$ cat config.mk
export PLATFORM = sky130hd
export DESIGN_NAME = arb_mux
export DESIGN_NICKNAME = d
export VERILOG_FILES = /design/src/rtl/arb_mux_pkg.sv /design/src/rtl/arb_mux_rr_pick.sv /design/src/rtl/arb_mux.sv
export SDC_FILE = /design/constraint.sdc
export NUM_CORES = 1
export LEC_CHECK = 0
export ABC_AREA = 1
export CORE_AREA = 4 4 80 82
export CTS_CLUSTER_SIZE = 12
export DETAILED_ROUTE_END_ITERATION = 6
export DIE_AREA = 0 0 84 86
export MAX_ROUTING_LAYER = met4
export PLACE_DENSITY = 0.9
export SLEW_MARGIN = 20
export SYNTH_ARGS = -nofsm -noshare
export SYNTH_HDL_FRONTEND = slang
export SYNTH_SLANG_ARGS = --single-unit
$ cat constraint.sdc
create_clock -name clk -period 3.2 [get_ports clk]
set_input_delay 0.96 -clock clk [delete_from_list [all_inputs] [get_ports clk]]
set_output_delay 0.96 -clock clk [all_outputs]
set_load 0.02 [all_outputs]
$ cat src/rtl/arb_mux_pkg.sv
// Shared types and constants for the arb_mux arbiting multiplexer.
package arb_mux_pkg;

  typedef enum logic [0:0] {
    ARB_IDLE,
    ARB_LOCK
  } arb_state_e;

  localparam logic ARB_MODE_RR  = 1'b0;
  localparam logic ARB_MODE_FIX = 1'b1;

endpackage

$ cat src/rtl/arb_mux_rr_pick.sv
// Combinational rotate-priority picker: first set request at or after ptr, wrapping mod N.
module arb_mux_rr_pick #(
  parameter int unsigned N     = 8,
  parameter int unsigned WIDTH = $clog2(N)
) (
  input  logic [N-1:0]     req,
  input  logic [WIDTH-1:0] ptr,
  output logic             found,
  output logic [WIDTH-1:0] idx
);

  always_comb begin
    int unsigned k;
    k     = 0;
    found = 1'b0;
    idx   = '0;
    for (int unsigned i = 0; i < N; i++) begin
      k = (32'(ptr) + i) % N;
      if (!found && req[k]) begin
        found = 1'b1;
        idx   = k[WIDTH-1:0];
      end
    end
  end

endmodule

$ cat src/rtl/arb_mux.sv
// N-channel registered arbiting mux with valid/ready handshake and per-packet grant lock.
// Optional parity output enabled by defining ARB_MUX_PARITY_EN.
module arb_mux
  import arb_mux_pkg::*;
#(
  parameter int unsigned M     = 8,
  parameter int unsigned N     = 8,
  parameter int unsigned WIDTH = $clog2(N)
) (
  input  logic             clk,
  input  logic             rst_n,
  input  logic [N*M-1:0]   pdata,
  input  logic [N-1:0]     in_valid,
  input  logic [N-1:0]     in_last,
  output logic [N-1:0]     in_ready,
  input  logic             mode_i,
  input  logic [WIDTH-1:0] s,
  output logic [M-1:0]     data_o,
  output logic             valid_o,
  output logic             last_o,
  output logic [WIDTH-1:0] sel_o,
`ifdef ARB_MUX_PARITY_EN
  output logic             parity_o,
`endif
  input  logic             ready_i
);

  arb_state_e       state_q, state_d;
  logic [WIDTH-1:0] grant_q, grant_d;
  logic [WIDTH-1:0] rr_ptr_q, rr_ptr_d;
  logic             mode_q, mode_d;
  logic [M-1:0]     data_q;
  logic             valid_q, last_q;
  logic [WIDTH-1:0] sel_q;

  logic             rr_found;
  logic [WIDTH-1:0] rr_idx;
  logic             fix_found;
  logic             can_load;
  logic             accept;
  logic [M-1:0]     grant_data;

  arb_mux_rr_pick #(
    .N     (N),
    .WIDTH (WIDTH)
  ) u_rr_pick (
    .req   (in_valid),
    .ptr   (rr_ptr_q),
    .found (rr_found),
    .idx   (rr_idx)
  );

  // Out-of-range fixed selects never produce a candidate.
  always_comb begin
    fix_found = 1'b0;
    if (32'(s) < N) fix_found = in_valid[s];
  end

  assign can_load   = !valid_q || ready_i;
  assign accept     = (state_q == ARB_LOCK) && can_load && in_valid[grant_q];
  assign grant_data = pdata[M*grant_q +: M];

  always_comb begin
    in_ready = '0;
    if (state_q == ARB_LOCK) in_ready[grant_q] = can_load;
  end

  always_comb begin
    state_d  = state_q;
    grant_d  = grant_q;
    rr_ptr_d = rr_ptr_q;
    mode_d   = mode_q;
    unique case (state_q)
      ARB_IDLE: begin
        mode_d = mode_i;
        if (mode_i == ARB_MODE_FIX) begin
          if (fix_found) begin
            grant_d = s;
            state_d = ARB_LOCK;
          end
        end else if (rr_found) begin
          grant_d = rr_idx;
          state_d = ARB_LOCK;
        end
      end
      ARB_LOCK: begin
        if (accept && in_last[grant_q]) begin
          state_d = ARB_IDLE;
          // Pointer only advances for grants made by the round-robin picker.
          if (mode_q == ARB_MODE_RR) begin
            rr_ptr_d = (32'(grant_q) == N - 1) ? '0 : grant_q + 1'b1;
          end
        end
      end
      default: state_d = ARB_IDLE;
    endcase
  end

  always_ff @(posedge clk or negedge rst_n) begin
    if (!rst_n) begin
      state_q  <= ARB_IDLE;
      grant_q  <= '0;
      rr_ptr_q <= '0;
      mode_q   <= ARB_MODE_RR;
    end else begin
      state_q  <= state_d;
      grant_q  <= grant_d;
      rr_ptr_q <= rr_ptr_d;
      mode_q   <= mode_d;
    end
  end

  always_ff @(posedge clk or negedge rst_n) begin
    if (!rst_n) begin
      data_q  <= '0;
      valid_q <= 1'b0;
      last_q  <= 1'b0;
      sel_q   <= '0;
    end else if (accept) begin
      data_q  <= grant_data;
      valid_q <= 1'b1;
      last_q  <= in_last[grant_q];
      sel_q   <= grant_q;
    end else if (ready_i) begin
      valid_q <= 1'b0;
    end
  end

`ifdef ARB_MUX_PARITY_EN
  logic parity_q;

  always_ff @(posedge clk or negedge rst_n) begin
    if (!rst_n) begin
      parity_q <= 1'b0;
    end else if (accept) begin
      parity_q <= ^grant_data;
    end
  end

  assign parity_o = parity_q;
`endif

  assign data_o  = data_q;
  assign valid_o = valid_q;
  assign last_o  = last_q;
  assign sel_o   = sel_q;

endmodule

==> key figures <==
Synthesis
  – Mapped Area: roughly 0.0024 mm^2
  – Post-Syn Nets: 471
  – Seq/Total Area, Yosys: 22.1%
  – Syn_area_per_cell: approximately 6.2 um^2
  – Post-synthesis register bit count: 21
  – Syn. warnings: 0
  – Cells after Synth: 380
  – Distinct cells, synth: 38

Setup path
  – Crit. End Element: primary output
  – CP Class: input port to primary output
  – Family with the most delay on the worst path: buffers and inverters
  – Worst path max stage delay: 470 ps
  – R2R setup slack: 400 ps
  – Arrival @ worst endpoint: 2150 ps
  – Critical path's slowest cell: clkdlybuf4s50_1
  – Most used cell, CP: nor2_1
  – Critical Path Fanout Max: 4
  – Critical Path Start Type: input port
  – CP bufs+invs: 2
  – Worst Path Required: 2240 ps
  – Worst path cell trace: clkdlybuf4s50_1 -> nor2_1 -> nor2_2 -> nand2_2 -> nor2_1 -> clkdlybuf4s15_2

Cells and area
  – Ant. Diodes: 0
  – Post-route cell area: 0.00351 mm^2
  – Most common cell after layout, fill and taps aside: clkdlybuf4s50_1
  – Layout net count: 573
  – Fillers: 533
  – Share of cells above drive strength 1: 12.5%
  – Most frequent cells in the layout: 99 x clkdlybuf4s50_1, 81 x nor2_1, 79 x nand2_1
  – End-of-flow core utilization: 61.1%
  – Layout area overhead: 47.8%

Place
  – Port bufs: between 100 and 150
  – Routability Congestion: around 0.97
  – Placed inst area: between 0.003 and 0.004 mm^2
  – HPWL after detailed placement: 6360 um

STA
  – Minimum clock period: 3110 ps
  – Fin. Hold Viols: 0
  – Final Skew: 6.59 ps
  – Final setup fails: 0
  – Worst-Margin Slew: 944 ps
  – RSZ-0062 raised after global routing: no
  – Max Slew Vio Count: 0
  – Fmax: 0.322 GHz
  – Fin Setup TNS: 0 ps
  – Final period utilization: 97.2%
  – Slew margin rel.: 36.9%

Min path
  – Tightest Hold Check Type: flip-flop to flip-flop

Global routing
  – Largest net degree at the start of global routing: 40
  – Global route overflow: 0
  – All-layer global routing usage: 21.3%
  – Vias in the first global route: ~2800
  – Initial antenna violation count: 0
  – First-pass GRT wire length: around 12000 um

Die
  – Die height: 86 um
  – Die Width: 84 um
  – Total die area: 0.00722 mm^2
  – Initial Util: about two fifths
  – Ports: 108
  – Core area: ~0.0057 mm^2
  – # rows: 28

Clock tree
  – Clk buf depth: 2
  – Post-CTS Hold Buffers: 0
  – TritonCTS Buffers: 3
  – Clock tree sinks: 21
  – CTS H-Tree Depth: 1
  – CTS tree: done
  – CTS Root Cell: clkbuf_8
  – Worst skew pair latency: 260 ps
  – Clk slew on worst S/H paths: 80 ps

Run status
  – Outcome: finished, final reports clean

Route
  – Post-route ant nets: 0
  – WL per Instance: about 14 um
  – Via-to-Cell Ratio: 5.19
  – WL final: 7690 um
  – Detailed-route via count: approximately 2900
  – DR DRC count: 0
  – DR pass1 iterations: 4
  – 1st-iter DRT viols: 117

Pwr
  – Power density over the cells: a little under 1000 mW/mm^2
  – Peak VDD IR: approximately 0.46 mV
  – Tot Pwr: between 0.003 and 0.004 W
  – Leak: around 1.6 nW

Job
  – # Max-Cap Violations: 0
flip-flops by register name, summed over array words and instances (netlist names):
| signal | flops |
|---|---|
| data_o | 8 |
| grant_q | 3 |
| last_o | 1 |
| mode_q | 1 |
| rr_ptr_q | 3 |
| sel_o | 3 |
| state_q | 1 |
| valid_o | 1 |
metrics by stage:
| step | cells | setup slack, ps | hold slack (ps) |
|---|---|---|---|
| final | 556 | 90.9 | 473 |
| after detailed placement | 552 | -331 | 459 |
| after CTS | 556 | 3.29 | 479 |
| after global placement | 552 | -303 | 458 |
| after global routing | 556 | 7.24 | 498 |
| after floorplan | 380 | 643 | 473 |
tightest hold or removal path, stage by stage, from the launching register on:
cell and delay (ps):
dfrtp_1 350, nand2_1 50, nand2_1 40
final cells by class:
class / count / area (um^2) / area share, %
Multi-Input combinational cell: 313 / 1630 / 46.6
Timing Repair Buffer: 114 / 1100 / 31.2
Sequential cell: 21 / 526 / 15.0
Inverter: 29 / 111 / 3.17
Tap cell: 75 / 93.8 / 2.67
Clock buffer: 3 / 41.3 / 1.18
Clock inverter: 1 / 7.51 / 0.214
power breakdown:
part	total (W)	internal, W	switching, W
Combinational	0.00272	0.00100	0.00172
Sequential	0.000540	0.000400	0.000140
Clock	0.000180	0.0000880	0.0000924
synthesized netlist by cell type:
cell type,n,share of area (%)
o21ai_0,56,12
or2_2,1,0.26
nand4_4,1,0.90
buf_2,1,0.21
nand2_4,5,2.4
nor2_1,82,13
clkbuf_1,9,1.4
buf_6,2,0.95
o2111ai_1,5,1.8
or2_1,1,0.26
nor2_4,1,0.47
buf_4,4,1.3
nand3_1,21,4.4
inv_4,1,0.26
a31oi_1,3,0.79
inv_2,6,0.95
inv_1,22,3.5
o21a_1,1,0.32
nand3_4,2,1.5
nand4_1,5,1.3
nor2_2,3,0.79
nor2_8,1,0.84
buf_12,1,0.84
ha_1,4,2.1
nor3_2,1,0.42
nand3b_1,2,0.63
o22ai_1,8,2.1
o21bai_1,1,0.32
xor2_2,1,0.69
xnor2_1,1,0.37
nand3_2,7,3.0
nand2_2,7,1.8
dfrtp_1,21,22
o21ai_4,1,0.69
xor2_1,2,0.74
o211ai_1,1,0.32
nand2_1,81,13
a21oi_1,8,1.7
kinds of logic after synthesis:
logic type                 count (synthesis)  synth area share (%)
and+or+nand+nor                          221                  44.7
DFF                                       21                  22.1
buffers and inverters                     46                  9.38
AOI/OAI and AO/OA                         84                  19.9
xor gates and xnor gates                   4                  1.79
adders and majority gates                  4                  2.11
final timing paths:
path                             start     endpoint  depth (start not counted)
max                            ready_i  in_ready[4]                          6
min                          data_o[1]    data_o[1]                          2
max reg2reg                rr_ptr_q[0]   grant_q[0]                         14
min reg2reg                  data_o[1]    data_o[1]                          2
max in group asynchronous        rst_n     sel_o[2]                          1
min in group asynchronous        rst_n    data_o[5]                          1
metal layers:
layer	GRT usage (%)	wire length, um	up-vias
met5	-	0	-
met1	22.9	3090	1290
li1	-	-	1457
met3	4.80	594	12
met4	4.97	99	0
met2	39.8	3910	126
repair_timing:
item | 4_1_cts | 5_1_grt
buffers inserted | 0 | 0
setup endpoints to repair | 8 | 8
gates resized for setup | 24 | 9
No activity file was read; power rests on OpenSTA's default activity.
